**src/rtl/div_unit.sv**
```systemverilog
// -----------------------------------------------------------------------------
// div_unit
// Multi-cycle restoring integer divider for the EX stage (DIV / DIVU).
// One quotient bit is resolved per cycle. The result is presented as
// {remainder, quotient} for the HI/LO write. While a division is in flight
// the unit raises a stall request so that ID/EX and earlier stages hold.
//
// Ports
//   clk           clock, all state updates on the rising edge
//   rst           synchronous reset, active low
//   signed_div_i  1 = signed divide (DIV), 0 = unsigned (DIVU)
//   opdata1_i     dividend
//   opdata2_i     divisor
//   start_i       division request, held high until the result is taken
//   annul_i       cancels the in-flight division (flush / exception)
//   result_o      {remainder, quotient}
//   ready_o       result_o is valid
//   stallreq_o    stall request toward pipeline control
// -----------------------------------------------------------------------------
module div_unit #(
  parameter int DATA_W = 32,
  parameter int CNT_W  = 6
) (
  input  logic                  clk,
  input  logic                  rst,
  input  logic                  signed_div_i,
  input  logic [DATA_W-1:0]     opdata1_i,
  input  logic [DATA_W-1:0]     opdata2_i,
  input  logic                  start_i,
  input  logic                  annul_i,
  output logic [2*DATA_W-1:0]   result_o,
  output logic                  ready_o,
  output logic                  stallreq_o
);

  typedef enum logic [1:0] {
    S_FREE   = 2'd0,
    S_BYZERO = 2'd1,
    S_ON     = 2'd2,
    S_END    = 2'd3
  } state_t;

  localparam logic [DATA_W-1:0] ZERO_D = {DATA_W{1'b0}};
  localparam logic [CNT_W-1:0]  ZERO_C = {CNT_W{1'b0}};
  localparam logic [CNT_W-1:0]  ONE_C  = {{(CNT_W-1){1'b0}}, 1'b1};
  localparam logic [CNT_W-1:0]  LAST_C = CNT_W'(DATA_W);

  // Two's-complement negation.
  function automatic logic [DATA_W-1:0] twos_neg(input logic [DATA_W-1:0] v);
    return (~v) + {{(DATA_W-1){1'b0}}, 1'b1};
  endfunction

  state_t                r_state,  w_state_n;
  logic [DATA_W-1:0]     r_quo,    w_quo_n;   // dividend bits shift out, quotient bits shift in
  logic [DATA_W-1:0]     r_rem,    w_rem_n;
  logic [DATA_W-1:0]     r_dvsr,   w_dvsr_n;
  logic [CNT_W-1:0]      r_cnt,    w_cnt_n;
  logic                  r_sign1,  w_sign1_n;
  logic                  r_sign2,  w_sign2_n;
  logic                  r_signed, w_signed_n;
  logic [2*DATA_W-1:0]   r_result, w_result_n;
  logic                  r_ready,  w_ready_n;

  logic [DATA_W:0]       w_partial;
  logic [DATA_W:0]       w_diff;
  logic [DATA_W-1:0]     w_abs1;
  logic [DATA_W-1:0]     w_abs2;
  logic [DATA_W-1:0]     w_quo_fix;
  logic [DATA_W-1:0]     w_rem_fix;

  // Trial subtraction, operand magnitudes and final sign correction.
  always_comb begin
    w_partial = {r_rem, r_quo[DATA_W-1]};
    // The remainder is always below the divisor, so a DATA_W+1 bit
    // difference is wide enough for its MSB to be a reliable sign bit.
    w_diff    = w_partial - {1'b0, r_dvsr};
    w_abs1    = (signed_div_i && opdata1_i[DATA_W-1]) ? twos_neg(opdata1_i) : opdata1_i;
    w_abs2    = (signed_div_i && opdata2_i[DATA_W-1]) ? twos_neg(opdata2_i) : opdata2_i;
    w_quo_fix = (r_signed && (r_sign1 ^ r_sign2)) ? twos_neg(r_quo) : r_quo;
    w_rem_fix = (r_signed && r_sign1) ? twos_neg(r_rem) : r_rem;
  end

  // Next-state, datapath and registered-output selection.
  always_comb begin
    w_state_n  = r_state;
    w_quo_n    = r_quo;
    w_rem_n    = r_rem;
    w_dvsr_n   = r_dvsr;
    w_cnt_n    = r_cnt;
    w_sign1_n  = r_sign1;
    w_sign2_n  = r_sign2;
    w_signed_n = r_signed;
    w_result_n = r_result;
    w_ready_n  = r_ready;
    case (r_state)
      S_FREE: begin
        w_ready_n  = 1'b0;
        w_result_n = {ZERO_D, ZERO_D};
        if (start_i && !annul_i) begin
          if (opdata2_i == ZERO_D) begin
            w_state_n = S_BYZERO;
          end else begin
            w_quo_n    = w_abs1;
            w_dvsr_n   = w_abs2;
            w_rem_n    = ZERO_D;
            w_cnt_n    = ZERO_C;
            w_sign1_n  = opdata1_i[DATA_W-1];
            w_sign2_n  = opdata2_i[DATA_W-1];
            w_signed_n = signed_div_i;
            w_state_n  = S_ON;
          end
        end else begin
          w_state_n = S_FREE;
        end
      end
      S_BYZERO: begin
        w_result_n = {ZERO_D, ZERO_D};
        if (annul_i) begin
          w_ready_n = 1'b0;
          w_state_n = S_FREE;
        end else begin
          w_ready_n = 1'b1;
          w_state_n = S_END;
        end
      end
      S_ON: begin
        if (annul_i) begin
          w_ready_n  = 1'b0;
          w_result_n = {ZERO_D, ZERO_D};
          w_state_n  = S_FREE;
        end else if (r_cnt == LAST_C) begin
          w_ready_n  = 1'b1;
          w_result_n = {w_rem_fix, w_quo_fix};
          w_state_n  = S_END;
        end else begin
          if (!w_diff[DATA_W]) begin
            w_rem_n = w_diff[DATA_W-1:0];
            w_quo_n = {r_quo[DATA_W-2:0], 1'b1};
          end else begin
            w_rem_n = w_partial[DATA_W-1:0];
            w_quo_n = {r_quo[DATA_W-2:0], 1'b0};
          end
          w_cnt_n = r_cnt + ONE_C;
        end
      end
      S_END: begin
        if (start_i) begin
          w_ready_n = 1'b1;
          w_state_n = S_END;
        end else begin
          w_ready_n  = 1'b0;
          w_result_n = {ZERO_D, ZERO_D};
          w_state_n  = S_FREE;
        end
      end
      default: begin
        w_ready_n  = 1'b0;
        w_result_n = {ZERO_D, ZERO_D};
        w_state_n  = S_FREE;
      end
    endcase
  end

  // State and datapath registers with synchronous active-low reset.
  always_ff @(posedge clk) begin
    if (!rst) begin
      r_state  <= S_FREE;
      r_quo    <= ZERO_D;
      r_rem    <= ZERO_D;
      r_dvsr   <= ZERO_D;
      r_cnt    <= ZERO_C;
      r_sign1  <= 1'b0;
      r_sign2  <= 1'b0;
      r_signed <= 1'b0;
      r_result <= {ZERO_D, ZERO_D};
      r_ready  <= 1'b0;
    end else begin
      r_state  <= w_state_n;
      r_quo    <= w_quo_n;
      r_rem    <= w_rem_n;
      r_dvsr   <= w_dvsr_n;
      r_cnt    <= w_cnt_n;
      r_sign1  <= w_sign1_n;
      r_sign2  <= w_sign2_n;
      r_signed <= w_signed_n;
      r_result <= w_result_n;
      r_ready  <= w_ready_n;
    end
  end

  assign result_o   = r_result;
  assign ready_o    = r_ready;
  // Combinational so the pipeline holds in the same cycle start_i appears.
  assign stallreq_o = start_i & ~r_ready & ~annul_i;

endmodule

```
**config.mk**
```make
export PLATFORM = sky130hd
export DESIGN_NAME = div_unit
export DESIGN_NICKNAME = d
export VERILOG_FILES = /design/src/rtl/div_unit.sv
export SDC_FILE = /design/constraint.sdc
export NUM_CORES = 1
export LEC_CHECK = 0
export CAP_MARGIN = 15
export CORE_MARGIN = 2
export CORE_UTILIZATION = 50
export CTS_CLUSTER_SIZE = 10
export DETAILED_ROUTE_END_ITERATION = 8
export DONT_BUFFER_PORTS = 1
export PLACE_DENSITY_LB_ADDON = 0.1
export SYNTH_ARGS = -nofsm -noshare
export SYNTH_HDL_FRONTEND = slang
export SYNTH_SLANG_ARGS = --single-unit
```
**constraint.sdc**
```tcl
create_clock -name clk -period 3.7 [get_ports clk]
set_input_delay 0.74 -clock clk [delete_from_list [all_inputs] [get_ports clk]]
set_output_delay 0.74 -clock clk [all_outputs]
set_load 0.1 [all_outputs]
```
## After elaboration in Yosys (flattened, before gate mapping)

Cells that the tools add are included.

| cells by class | value |
|---|---|
| $add $sub $neg | 6 |
| equal/unequal tests | 10 |
| mux-type cells | 37 |
| bitwise operators | 10 |
| reductions and logical operators | 13 |

Operators by type and width:

| cell | number |
|---|---|
| 32-bit two-way mux | 13 |
| 64-bit two-way mux | 3 |
| 64-bit one-hot mux with 3 select lines | 1 |
| 32-bit by 1-bit adder with 32-bit output, second input constant | 4 |
| 32-bit NOT | 4 |
| 32-bit one-hot mux with 2 select lines | 2 |
| 33-bit by 32-bit subtractor with 33-bit output | 1 |
| 32-bit logical NOT | 1 |
| 6-bit two-way mux | 4 |
| 2-bit two-way mux | 6 |
| 6-bit one-hot mux with 2 select lines | 1 |
| 2-bit inequality test, second input constant | 5 |
| 2-bit one-hot mux with 4 select lines | 1 |
| 6-bit by 1-bit adder with 6-bit output, second input constant | 1 |
| 6-bit == test, second input constant | 1 |
| 1-bit logical AND | 5 |
| 1-bit two-way mux | 5 |
| 5-bit AND reduction | 1 |
| 2-bit == test, second input constant | 2 |
| 1-bit one-hot mux with 4 select lines | 1 |
| 3-bit inequality test, second input constant | 1 |
| 1-bit NOT | 3 |
| 3-bit AND reduction | 1 |
| 1-bit bitwise AND | 2 |
| 7 further kinds | 7 |

| storage, ports and cells | value |
|---|---|
| register bits | 172 |
| bits of input ports | 69 |
| output and inout bits | 66 |
| word-level logic and storage cells | 86 |

## Longest topological paths before layout

| logic depth | value |
|---|---|
| depth after elaboration | 6 |
| depth in mapped cells | 13 |
| depth with buffers taken out | 12 |

## Worst setup path before layout

OpenSTA, ideal clock, no wires.

| timing path | value |
|---|---|
| kind | reg-to-reg |
| start point | reg r_quo[31] |
| end point | reg r_rem[11] |
| library setup time | 0.129 ns |
| data arrival time | 2.928 ns |
| setup slack | 0.643 ns |
| stages on the path, launching flop included | 14 |
| buffers on the path | 1 |
| period minus slack after synthesis | 3.057 ns |
| path through | dfxtp_1 -> inv_1 -> ha_1 -> fa_1 -> nand2b_1 -> a21oi_1 -> nor3b_1 -> o31ai_1 -> a31o_2 -> a31oi_1 -> xnor2_1 -> buf_2 -> mux2i_1 -> o21ai_0 |

| on the way | value |
|---|---|
| longest elaborated chain between the ends | 5 |

RTL lines:

| element | line | text |
|---|---|---|
| start: declaration | 54 | `logic [DATA_W-1:0] r_quo, w_quo_n;` |
| start signal: assignment | 179 | `r_quo <= w_quo_n;` |
| 33-bit by 32-bit subtractor with 33-bit output | 76 | `w_diff = w_partial - {1'b0, r_dvsr};` |
| 32-bit two-way mux | 136 | `if (!w_diff[DATA_W]) begin` |
| 32-bit two-way mux | 131 | `end else if (r_cnt == LAST_C) begin` |
| 32-bit two-way mux | 127 | `if (annul_i) begin` |
| 32-bit one-hot mux with 2 select lines | 95 | `case (r_state)` |
| end signal: assignment | 180 | `r_rem <= w_rem_n;` |
| end: declaration | 55 | `logic [DATA_W-1:0] r_rem, w_rem_n;` |

No other way between the ends. The select of a mux whose other input is x is not followed.
A chain may end at the register's enable or synchronous reset.

## Worst setup path in the final report

| timing path | value |
|---|---|
| start point | reg r_quo[31] |
| end point | reg r_rem[26] |

The elaborated chain is that of the path after synthesis.

==> out/qor.yml <==
hpwlAfterDp_um: 22400
cts_buffers: 17
fin_crit_sh: 0.899
switching_power_mw: 1.38
cp-start-kind: "register"
clockPowerShare: 0.396
fin_tns_setup_ns: 0
whs_ns: 0.444
postCtsHoldBufs: 0
fmax_mhz: 300
avgRoutedWirePerCell_um: 17.6
drc: 0
cts-root-buf: "clkbuf_16"
status: "finished clean"
first_pass_iters: 5
overflow: 0
ys_types: 71
fp-row-count: 54
leakagePower_nw: 4.86
port_buffers: 0
totalWireLength_um: 29700
finClkSkew_ns: 0.0102
core_area_um2: 21800
rsz0062_at_grt: "no"
clockBufferDepth: 2
critical_path.max_fanout: 21
p_per_area_nw_per_um2: 375
synth_common_cells: "nand2_1 (195), dfxtp_1 (172), nor2_1 (130)"
gr-usage-all-layers: 0.253
routed_via_density: 5.84
drv_slew: 0
areaGrowthSynthToFinish_pct: 8.38
seqPwrFrac: 0.443
grt_pass1_wl_um: 48800
synthesis.area_um2: 11000
drive_gt1_frac: 0.0666
yosys.area.top_type: "dfxtp_1"
setup_viol: 0
cts.sinks: 172
share_comb_of_total_power: 0.161
grt_pass1_vias: 9524
grt_antenna_before_repair: 0
tightest_slew_ns: 1.08
synth_nets: 1536
layout.nets: 1510
hold_path_class: "primary input to register"
start_util: 0.507
place_congestion: 0.894
dp.cells: 1659
final_util: 0.550
netlist_instances: 1424
yosys.area.top_type_share: 0.312
grt_max_degree: 59
required_ns: 4.06
relSlewSlack: 0.281
synth_edf_count: 0
ioPinCount: 135
ys.flop_type: "dfxtp_1"
tritoncts: "yes"
r2r_setup_slack_ns: 0.37
antenna_left: 0
min_period_ns: 3.33
setup.worst_path.class: "register to register"
ys_warn_count: 0
cp_data_arrival_time_ns: 3.69
cts_max_level: 4
hold_viol: 0
drv_cap: 0
p_sw_frac: 0.308
vias: 9867
post_cts_buffers: 0
clk_pin_slew_ns: 0.07
p_int_mw: 3.10
clk_latency_ns: 0.44
final_cells: 1691
cts_resized: 0
endpoint_kind: "register"
die_area_um2: 23300
avgSynthCellArea_um2: 7.75
seq_area_frac_synth: 0.312
synth-seq-cells: 172
antenna_cells: 0
max-vdd-ir-drop_v: 0.000279
synthMostInstantiatedCell: "nand2_1"
dieHeight_um: 153
synth.top_cells.by_area: "dfxtp_1 (31%), nand2_1 (6.6%), xnor2_1 (6.1%), xor2_1 (5.8%), o21ai_0 (5.3%)"
die_x_um: 153
dr.first_iter.drc_count: 603
async_flop_share: 0
path summary, 6_finish.rpt:
path,from,to,cells after the start
setup / recovery,r_quo[31],r_rem[26],13
hold / removal,rst,r_dvsr[31],1
setup reg to reg,r_quo[31],r_rem[26],13
hold reg to reg,r_dvsr[20],r_dvsr[20],2
logic make-up after synthesis:
family / share of synthesized area
muxes: 0.0227
buffers and inverters: 0.0485
xor gates and xnor gates: 0.119
adders and majority gates: 0.0494
and+or+nand+nor: 0.204
AOI/OAI and AO/OA: 0.244
DFF: 0.312
critical path, cell delays in order (launching register included):
cell,delay [ns]
dfxtp_1,0.37
inv_1,0.08
ha_1,0.22
fa_1,0.39
nand2b_1,0.18
a21oi_1,0.22
nor3b_1,0.08
o31ai_1,0.37
a31o_2,0.25
a31oi_1,0.13
xnor2_2,0.35
buf_12,0.24
nand2_1,0.16
o21ai_0,0.20
power groups by stage:
stage               clock [mW]  sequential, mW  combinational (mW)
global route              1.89            2.00               0.804
finish                    1.77            1.99               0.720
floorplan                    0            2.01               0.578
CTS                       1.80            1.99               0.720
global placement             0            2.03               0.715
detailed placement           0            2.03               0.717
per-stage QoR:
step           total power [mW]  area, µm²  setup WS (ns)
2_1_floorplan              2.59      11000          0.643
5_1_grt                    4.69      12000          0.109
6_report                   4.48      12000          0.372
3_5_place_dp               2.75      11400          0.346
4_1_cts                    4.51      12000          0.324
3_3_place_gp               2.74      11400          0.444
layout make-up:
class	count	area, µm²
clock buffers	17	425
clock inverters	15	156
fillers	2081	9790
inverters	56	210
multi-input cells	1117	7100
flip-flops and latches	172	3440
well taps	280	350
repair buffers	34	280
registers in the layout (all words and copies together), names as in the netlist:
register  count
r_quo        32
r_state       2
r_sign1       1
r_signed      1
r_rem        32
r_cnt         6
result_o     64
r_dvsr       32
r_sign2       1
ready_o       1
per-layer routing:
layer	GRT usage	part of all wire
met5	0	0
met4	0.0785	0.024
met3	0.0415	0.041
met2	0.428	0.48
met1	0.332	0.46
cell usage in the layout (no fill, tap or decap), types with 13 or more instances in the layout:
master and count:
a21o_1 13, a21oi_1 112, a22oi_1 41, buf_4 32, clkbuf_16 17, dfxtp_1 172
ha_1 41, inv_1 55, mux2i_1 25, nand2_1 194, nand2b_1 13, nand3_1 24
nor2_1 128, nor3_1 22, nor4_1 13, o211a_1 29, o21ai_0 116, o31ai_1 19
xnor2_1 76, xor2_1 73
Note: power is estimated with default switching activity, not from simulation.
